### src/rtl/grid_loader_pkg.sv
// grid_loader_pkg: shared definitions for the grid loader.
//   The start-of-frame byte, default grid geometry and default load
//   timeout are held as macros (overridable from the command line) and
//   exposed as package localparams. The package also defines the loader
//   state type and a start-of-frame test helper.
`ifndef SOF
`define SOF 8'hA5
`endif
`ifndef GRID_W
`define GRID_W 16
`endif
`ifndef GRID_H
`define GRID_H 16
`endif
`ifndef LOAD_TIMEOUT
`define LOAD_TIMEOUT 50000
`endif

package grid_loader_pkg;

    localparam logic [7:0] SOF_BYTE    = `SOF;
    localparam int         DEF_GRID_W  = `GRID_W;
    localparam int         DEF_GRID_H  = `GRID_H;
    localparam int         DEF_TIMEOUT = `LOAD_TIMEOUT;

    typedef enum logic [2:0] {
        ST_IDLE,
        ST_ARM,
        ST_LOAD,
        ST_FLUSH,
        ST_DONE
    } state_t;

    function automatic logic is_sof(input logic [7:0] b);
        return b == SOF_BYTE;
    endfunction

endpackage

### src/rtl/grid_loader_idle.sv
// idle_timer: clearable, enabled up-counter with a terminal-count flag.
//   clk  in   clock
//   rst  in   asynchronous active-low reset
//   en   in   count enable (counter holds when low)
//   clr  in   synchronous clear, has priority over counting
//   tc   out  high when the next enabled cycle brings the count to LIMIT
module idle_timer
    import grid_loader_pkg::*;
#(
    parameter int LIMIT = DEF_TIMEOUT
) (
    input  logic clk,
    input  logic rst,
    input  logic en,
    input  logic clr,
    output logic tc
);

    localparam int CW = $clog2(LIMIT + 1);

    logic [CW-1:0] cnt_p1;

    // Stage p1: idle-cycle count
    always_ff @(posedge clk or negedge rst) begin
        if (!rst) begin
            cnt_p1 <= '0;
        end else if (clr) begin
            cnt_p1 <= '0;
        end else if (en && (cnt_p1 != CW'(LIMIT))) begin
            cnt_p1 <= cnt_p1 + 1'b1;
        end
    end

    // Flagged one cycle early so the owner's transition lands on the edge
    // where the count would reach LIMIT.
    assign tc = en && (cnt_p1 == CW'(LIMIT - 1));

endmodule

### src/rtl/grid_loader.sv
// grid_loader: detects a start-of-frame byte on the receive stream, tells
// the control unit a frame is pending, waits for its acknowledge, then
// writes NBYTES packed cell bytes into the grid memory. A sticky load_done
// marks a committed grid; stalled frames abort with a frame_err pulse.
//   clk, rst       clock, asynchronous active-low reset
//   en             global enable: freezes state/counters, blocks handshakes
//   in_data/valid  received byte stream; in_ready accepts it
//   receive_data   one-cycle acknowledge from the control unit
//   data_incoming  frame pending or loading
//   load_done      sticky grid-complete flag
//   mem_we/addr/wdata  registered grid memory write port
//   frame_err      one-cycle timeout abort pulse
module grid_loader
    import grid_loader_pkg::*;
#(
    parameter int GRID_W  = DEF_GRID_W,
    parameter int GRID_H  = DEF_GRID_H,
    parameter int NBYTES  = GRID_W * GRID_H / 8,
    parameter int AW      = $clog2(NBYTES),
    parameter int TIMEOUT = DEF_TIMEOUT
) (
    input  logic          clk,
    input  logic          rst,
    input  logic          en,
    input  logic [7:0]    in_data,
    input  logic          in_valid,
    output logic          in_ready,
    input  logic          receive_data,
    output logic          data_incoming,
    output logic          load_done,
    output logic          mem_we,
    output logic [AW-1:0] mem_addr,
    output logic [7:0]    mem_wdata,
    output logic          frame_err
);

    state_t        state, state_n;
    logic          accept;
    logic          write_en;
    logic          last_byte;
    logic          timeout;
    logic          tmr_en;
    logic          tmr_clr;
    logic          err_set;
    logic [AW-1:0] cnt_p1;
    logic          vld_p1;
    logic [AW-1:0] addr_p1;
    logic [7:0]    wdata_p1;
    logic          err_p1;
    logic          done_p1;

    assign in_ready      = en && ((state == ST_IDLE) || (state == ST_LOAD) ||
                                  (state == ST_DONE));
    assign data_incoming = (state == ST_ARM) || (state == ST_LOAD) ||
                           (state == ST_FLUSH);
    assign accept        = in_valid && in_ready;
    assign write_en      = accept && (state == ST_LOAD);
    assign last_byte     = (cnt_p1 == AW'(NBYTES - 1));

    // The timer restarts on every accepted byte and every state change.
    assign tmr_en  = en && ((state == ST_ARM) || (state == ST_LOAD));
    assign tmr_clr = accept || (state_n != state);

    idle_timer #(
        .LIMIT(TIMEOUT)
    ) u_idle_timer (
        .clk(clk),
        .rst(rst),
        .en (tmr_en),
        .clr(tmr_clr),
        .tc (timeout)
    );

    always_comb begin
        state_n = state;
        err_set = 1'b0;
        case (state)
            ST_IDLE: begin
                if (accept && is_sof(in_data)) state_n = ST_ARM;
            end
            ST_ARM: begin
                if (en && receive_data) begin
                    state_n = ST_LOAD;
                end else if (timeout) begin
                    state_n = ST_IDLE;
                    err_set = 1'b1;
                end
            end
            ST_LOAD: begin
                // An accepted byte takes precedence over a coincident timeout.
                if (accept) begin
                    if (last_byte) state_n = ST_FLUSH;
                end else if (timeout) begin
                    state_n = ST_IDLE;
                    err_set = 1'b1;
                end
            end
            ST_FLUSH: begin
                if (en) state_n = ST_DONE;
            end
            ST_DONE: begin
                if (accept && is_sof(in_data)) state_n = ST_ARM;
            end
            default: state_n = ST_IDLE;
        endcase
    end

    // Stage p1: control state, byte counter, status flags
    always_ff @(posedge clk or negedge rst) begin
        if (!rst) begin
            state   <= ST_IDLE;
            cnt_p1  <= '0;
            done_p1 <= 1'b0;
            err_p1  <= 1'b0;
        end else begin
            state  <= state_n;
            err_p1 <= err_set;
            if ((state == ST_ARM) && (state_n == ST_LOAD)) begin
                cnt_p1 <= '0;
            end else if (write_en && !last_byte) begin
                cnt_p1 <= cnt_p1 + 1'b1;
            end
            if ((state == ST_FLUSH) && (state_n == ST_DONE)) begin
                done_p1 <= 1'b1;
            end else if (state_n == ST_ARM) begin
                done_p1 <= 1'b0;
            end
        end
    end

    // Stage p1: memory write register
    always_ff @(posedge clk or negedge rst) begin
        if (!rst) begin
            vld_p1   <= 1'b0;
            addr_p1  <= '0;
            wdata_p1 <= '0;
        end else begin
            vld_p1 <= write_en;
            if (write_en) begin
                addr_p1  <= cnt_p1;
                wdata_p1 <= in_data;
            end
        end
    end

    assign mem_we    = vld_p1;
    assign mem_addr  = addr_p1;
    assign mem_wdata = wdata_p1;
    assign frame_err = err_p1;
    assign load_done = done_p1;

endmodule

### config.mk
export PLATFORM = sky130hd
export DESIGN_NAME = grid_loader
export DESIGN_NICKNAME = d
export VERILOG_FILES = /design/src/rtl/grid_loader_pkg.sv /design/src/rtl/grid_loader_idle.sv /design/src/rtl/grid_loader.sv
export SDC_FILE = /design/constraint.sdc
export NUM_CORES = 1
export LEC_CHECK = 0
export CORE_ASPECT_RATIO = 2
export CORE_UTILIZATION = 30
export CTS_CLUSTER_DIAMETER = 40
export DETAILED_ROUTE_END_ITERATION = 7
export PLACE_DENSITY_LB_ADDON = 0.15
export SYNTH_ARGS = -nofsm -noshare
export SYNTH_HDL_FRONTEND = slang
export SYNTH_SLANG_ARGS = --single-unit
### constraint.sdc
create_clock -name clk -period 2.8 [get_ports clk]
set_input_delay 0.28 -clock clk [delete_from_list [all_inputs] [get_ports clk]]
set_output_delay 0.28 -clock clk [all_outputs]
set_load 0.05 [all_outputs]
# Word level (Yosys, flattened, before mapping)
# Index checks and enable logic that the tools add are counted.
[totals] register_bits=40 in_bits=13 mem_bits_rw=0 wordCells=61 mem_count=0 romBits=0 out_inout_bits=18 latchBits=0
[op_classes] shifts=0 div_mod_pow=0 muxes=17 bitwise_logic=0 order_cmp=0 eq_ne=12 addsub=2 reduce_logical=22 mul=0
[ops] operator="$mux 16" count=2
[ops] operator="$mux 3" count=6
[ops] operator="$add 16x1->16 const B" count=1
[ops] operator="$eq 16x16->1 const B" count=1
[ops] operator="$ne 16x16->1 const B" count=1
[ops] operator="$pmux 3 s4" count=1
[ops] operator="$logic_and 1x1->1" count=11
[ops] operator="$mux 5" count=2
[ops] operator="$eq 3x2->1 const B" count=3
[ops] operator="$eq 8x8->1 const B" count=1
[ops] operator="$eq 3x1->1 const B" count=2
[ops] operator="$eq 3x3->1 const B" count=2
[ops] operator="$reduce_bool 2->1" count=3
[ops] operator="$add 5x1->5 const B" count=1
[ops] operator="$eq 5x5->1 const B" count=1
[ops] operator="$logic_or 1x1->1" count=5
[ops] operator="$mux 1" count=5
[ops] operator="$logic_not 3->1" count=1
[ops] operator="$ne 3x3->1" count=1
[ops] operator="$pmux 1 s2" count=1
[ops] operator="$reduce_or 2->1" count=1
[ops] operator="$logic_not 1->1" count=1

# Logic depth before layout (Yosys ltp)
[depth] depth_word=11 mapped_depth=7 ltp_nobuf=7

# Cells and area by module
# A second synthesis with hierarchy kept.
[hier_totals] cells_unflattened=203 hier_area_um2=2099.5
[modules_own_cells] mod="grid_loader" n_inst=1 cells_each=109 seq_area_each_um2=600.6 area_per_inst_um2=1177.4
[modules_own_cells] mod="idle_timer" n_inst=1 cells_each=94 seq_area_each_um2=400.4 area_per_inst_um2=922.1

# Worst setup path before layout
# Ideal clock, no wire load.
[synth_path] path_kind="register to output" from="register state[1]" to="output port in_ready" stages_incl_launch_ff=3 arrival_time_ns=1.830 required_time_ns=2.520 n_path_buf=1 path_slack_ns=0.690 cell_sequence="dfrtp_1 clkbuf_1 a211oi_1"
[synth_between] elab_chain_cells=4 word_cells_on_any_way=6 classes_between="eq/ne (2); reduce/logical (4)"
[synth_lines] element="start, declared" line_no="grid_loader.sv:37" text="state_t state, state_n;"
[synth_lines] element="start signal, assigned" line_no="grid_loader.sv:116" text="state <= state_n;"
[synth_lines] element="$eq 3x2->1 or $logic_not 3->1 (tied branches)" line_no="grid_loader.sv:52" text="assign in_ready = en && ((state == ST_IDLE) || (state == ST_LOAD) ||"
[synth_lines] element="$logic_or 1x1->1" line_no="grid_loader.sv:52"
[synth_lines] element="$logic_or 1x1->1 (*)" line_no="grid_loader.sv:52"
[synth_lines] element="$logic_and 1x1->1 (*)" line_no="grid_loader.sv:52"
[synth_lines] element="end, declared" line_no="grid_loader.sv:27" text="output logic in_ready,"
# Every way passes the cells marked *; elsewhere a longest branch is shown, timed or not.

# Final worst setup path
[layout_path] from="register u_idle_timer.cnt_p1[11]" to="register u_idle_timer.cnt_p1[2]"
[layout_between] elab_chain_cells=8 word_cells_on_any_way=12 classes_between="eq/ne (3); mux (5); reduce/logical (4)"
[layout_lines] element="start, declared" line_no="grid_loader_idle.sv:21" text="logic [CW-1:0] cnt_p1;"
[layout_lines] element="start signal, assigned" line_no="grid_loader_idle.sv:30" text="cnt_p1 <= cnt_p1 + 1'b1;"
[layout_lines] element="$eq 16x16->1" line_no="grid_loader_idle.sv:36" text="assign tc = en && (cnt_p1 == CW'(LIMIT - 1));"
[layout_lines] element="$logic_and 1x1->1" line_no="grid_loader_idle.sv:36"
[layout_lines] element="$mux 3" line_no="grid_loader.sv:84, grid_loader.sv:93"
[layout_lines] element="$mux 3 (on tied branches)" line_no="grid_loader.sv:91, grid_loader.sv:82"
[layout_lines] element="$pmux 3 s4" line_no="grid_loader.sv:77" text="case (state)"
[layout_lines] element="$ne 3x3->1" line_no="grid_loader.sv:62" text="assign tmr_clr = accept || (state_n != state);"
[layout_lines] element="$logic_or 1x1->1" line_no="grid_loader.sv:62"
[layout_lines] element="$mux 16 or $reduce_bool 2->1 (tied branches)"
# Several ways; a longest one is shown, not always the timed one.
# A chain may end at the register's enable or synchronous reset.

==> results.py <==
metrics = {
    "run_status": {
        "status": "complete, no violations",
    },
    "die": {
        "core-area_um2": 6940,
        "ios": 31,
        "fp.dieH_um": 122.0,
        "die-area_um2": 7563,
        "die_w_um": 62.00,
        "start_util_pct": 31.12,
        "row_count": 43,
    },
    "yosys": {
        "yosysSeqAreaShare_pct": 46.35,
        "synth_cell_types": 41,
        "yosysWarnings": 0,
        "syn-num-nets": 225,
        "syn_area_um2": 2160,
        "async_flop_share_pct": 100.0,
        "ys_seq_elements": 40,
        "syn-mean-instance-area_um2": 10.38,
        "synth_edf_count": 0,
        "synth_flop_cell": "dfrtp_1",
        "synthesis.instances": 208,
    },
    "cts": {
        "clock_latency_ps": 290,
        "cts_tree": "built",
        "cts_resized": 0,
        "cts_setup_buffers": 0,
        "cts_buffer_depth": 2,
        "cts.sinks": 40,
        "h-tree-depth": 2,
        "numCtsBuffers": 5,
        "cts.hold.buffers_added": 0,
        "clk_pin_slew_ps": 60,
        "cts-root-buf": "clkbuf_16",
    },
    "worst_hold_path": {
        "hold_path_class": "input port to async pin",
    },
    "timing": {
        "slew_headroom_pct": 38.00,
        "post-route-min-period_ps": 2273,
        "fmax_mhz": 439.9,
        "tightest_slew_ps": 929.9,
        "hold_viol": 0,
        "fin_crit_sh_pct": 81.18,
        "clock-skew-final_ps": 5.118,
        "setup_slack_ps": 526.9,
        "finalSetupTns_ps": 0,
        "finalSetupViolCount": 0,
        "rsz0062_at_grt": "no",
        "slew_viol_final": 0,
    },
    "place": {
        "place_area_um2": 2577,
        "numPortBuffers": 30,
        "hpwl_um": 3754,
        "pre_cts_ws_ps": 329.3,
        "place_congestion": 0.8945,
        "dp_cells": 324,
    },
    "finish": {
        "syn_to_final_growth_pct": 26.13,
        "design_area_um2": 2724,
        "layout.cells.non_filler": 332,
        "diodes": 0,
        "final_util_pct": 39.25,
        "layout.nets": 258,
        "drive_gt1_share_pct": 14.05,
    },
    "drt": {
        "wl_met1_um": 2032,
        "wire_per_inst_um": 15.80,
        "via_per_inst": 5.280,
        "wl_met2_um": 2812,
        "via_count": 1753,
        "drc": 0,
        "drt-initial-drc-count": 73,
        "wirelength_um": 5244,
        "detail-route-antenna-nets": 0,
        "dr.max_layer_used": "met4",
        "drtPass1Iterations": 6,
        "dr_wl_met3_um": 195,
    },
    "grt": {
        "grt_max_degree": 41,
        "overflow": 0,
        "track_usage_pct": 15.50,
        "antenna_found_initial": 0,
        "grt_first_pass_wirelength_um": 8493,
        "grt_pass1_vias": 1782,
    },
    "power_and_ir_drop": {
        "cellPowerDensity_nw_per_um2": 530.5,
        "p_leak_nw": 1.109,
        "clkPwrFrac_pct": 39.9,
        "switching_share_pct": 26.96,
        "irDropWorstVdd_mv": 0.4577,
        "switchingPower_mw": 0.3895,
        "p_comb_share_pct": 16.4,
        "seq_power_share_pct": 43.7,
        "internal-power_mw": 1.055,
    },
    "critical_path": {
        "cp-end-kind": "register",
        "cp-start-kind": "register",
        "crit_path_max_fanout": 16,
        "critical_path_required_ps": 2960,
        "crit_chain": "nor4_1 > nand3_1 > nor4_4 > buf_4 > a211oi_1",
        "crit_path_top_delay_cell": "nor4_1",
        "arrival_ps": 2430,
        "critPathMaxStageDelay_ps": 730,
        "path_class": "register to register",
    },
    "job": {
        "max-cap-violations": 0,
    },
}
==> through the flow <==
stage                     hold WS [ps]  power [mW]
after floorplan                 -15.59      0.7826
final                            132.7       1.445
after global routing             229.9       1.500
after CTS                        181.4       1.473
after global placement           486.9      0.8805
after detailed placement         481.3      0.8815
==> layout make-up <==
| cell class | count | area, µm² |
|---|---|---|
| Tap cell | 90 | 112.6 |
| Clock buffer | 8 | 146.4 |
| Sequential cell | 40 | 1001 |
| Fill cell | 688 | 4217 |
| Timing Repair Buffer | 38 | 352.8 |
| Multi-Input combinational cell | 149 | 1085 |
| Inverter | 7 | 26.28 |
==> Yosys cell counts (5+ instances only) <==
master	number	area, µm²
a211oi_1	12	90.09
o21ai_0	10	50.05
mux2_2	13	146.4
nand2_1	12	45.04
nor4bb_1	5	50.05
o31ai_1	5	37.54
nand3_1	8	40.04
dfrtp_1	40	1001
nor2_1	7	26.28
nor3_1	7	35.03
nor3b_1	5	37.54
or3_1	7	43.79
inv_1	7	26.28
or4_1	7	52.55
clkbuf_1	9	33.78
==> state kept, by name, summed over array words and instances, names as in the netlist <==
register / count
cnt_p1: 5
frame_err: 1
load_done: 1
mem_addr: 5
mem_wdata: 8
mem_we: 1
state: 3
u_idle_timer.cnt_p1: 16
==> layout by cell type, fill, tap and decap left out, types with 3 or more instances in the layout <==
cell	count
nand3_1	8
a211oi_1	12
inv_1	7
o31ai_1	5
o21ai_0	10
buf_4	9
mux2i_1	4
nand2_1	12
mux2_2	13
nor3_1	7
a21oi_1	4
nor4bb_1	5
or4_1	7
nor2_1	7
xor2_1	3
and3_1	3
nor3b_1	5
ha_1	4
dfrtp_1	40
nand4_1	3
or3_1	7
xnor2_1	4
nand3b_1	4
clkbuf_16	5
clkdlybuf4s50_1	28
and4_1	3
==> worst max-delay path, delay by kind of cell (launching register included) <==
kind	cells	cell delay [ps]
simple gates	3	1340
flops	1	450
buf+inv	1	270
compound gates	1	90
==> power by group through the flow <==
stage | clock network (mW) | registers [mW] | logic, mW
after floorplan | 0 | 0.719 | 0.0635
after global placement | 0 | 0.642 | 0.239
after detailed placement | 0 | 0.642 | 0.239
after CTS | 0.599 | 0.633 | 0.241
after global routing | 0.610 | 0.638 | 0.252
final | 0.576 | 0.632 | 0.237
==> final timing paths <==
path                                                      from                                   to  slack, ps  cells after the start
setup / recovery           u_idle_timer.cnt_p1[11]$_DFFE_PN0P_   u_idle_timer.cnt_p1[2]$_DFFE_PN0P_        530                      5
setup reg to reg           u_idle_timer.cnt_p1[11]$_DFFE_PN0P_   u_idle_timer.cnt_p1[2]$_DFFE_PN0P_        530                      5
min in group clk                       mem_addr[0]$_DFFE_PN0P_              mem_addr[0]$_DFFE_PN0P_        500                      1
hold / removal                                             rst  u_idle_timer.cnt_p1[12]$_DFFE_PN0P_        130                      1
max in group asynchronous                                  rst              mem_addr[0]$_DFFE_PN0P_       2080                      1
hold reg to reg                        mem_addr[0]$_DFFE_PN0P_              mem_addr[0]$_DFFE_PN0P_        500                      1
==> layer usage <==
layer / GRT usage, % / up-vias
li1: - / 848
met1: 15.98 / 843
met2: 26.80 / 47
met3: 3.715 / 15
met4: 9.028 / 0
met5: 0 / -
==> logic make-up (layout without fill, tap and decap cells) <==
group / Yosys count / in the layout / share of synthesized area, %
buffers and inverters: 19 / 53 / 3.418
and+or+nand+nor: 83 / 83 / 24.45
xor gates and xnor gates: 7 / 7 / 2.839
muxes: 17 / 17 / 8.633
AOI/OAI and AO/OA: 38 / 38 / 11.99
DFF: 40 / 40 / 46.35
adders and majority gates: 4 / 4 / 2.318
Power figures use the tool's default switching activity.
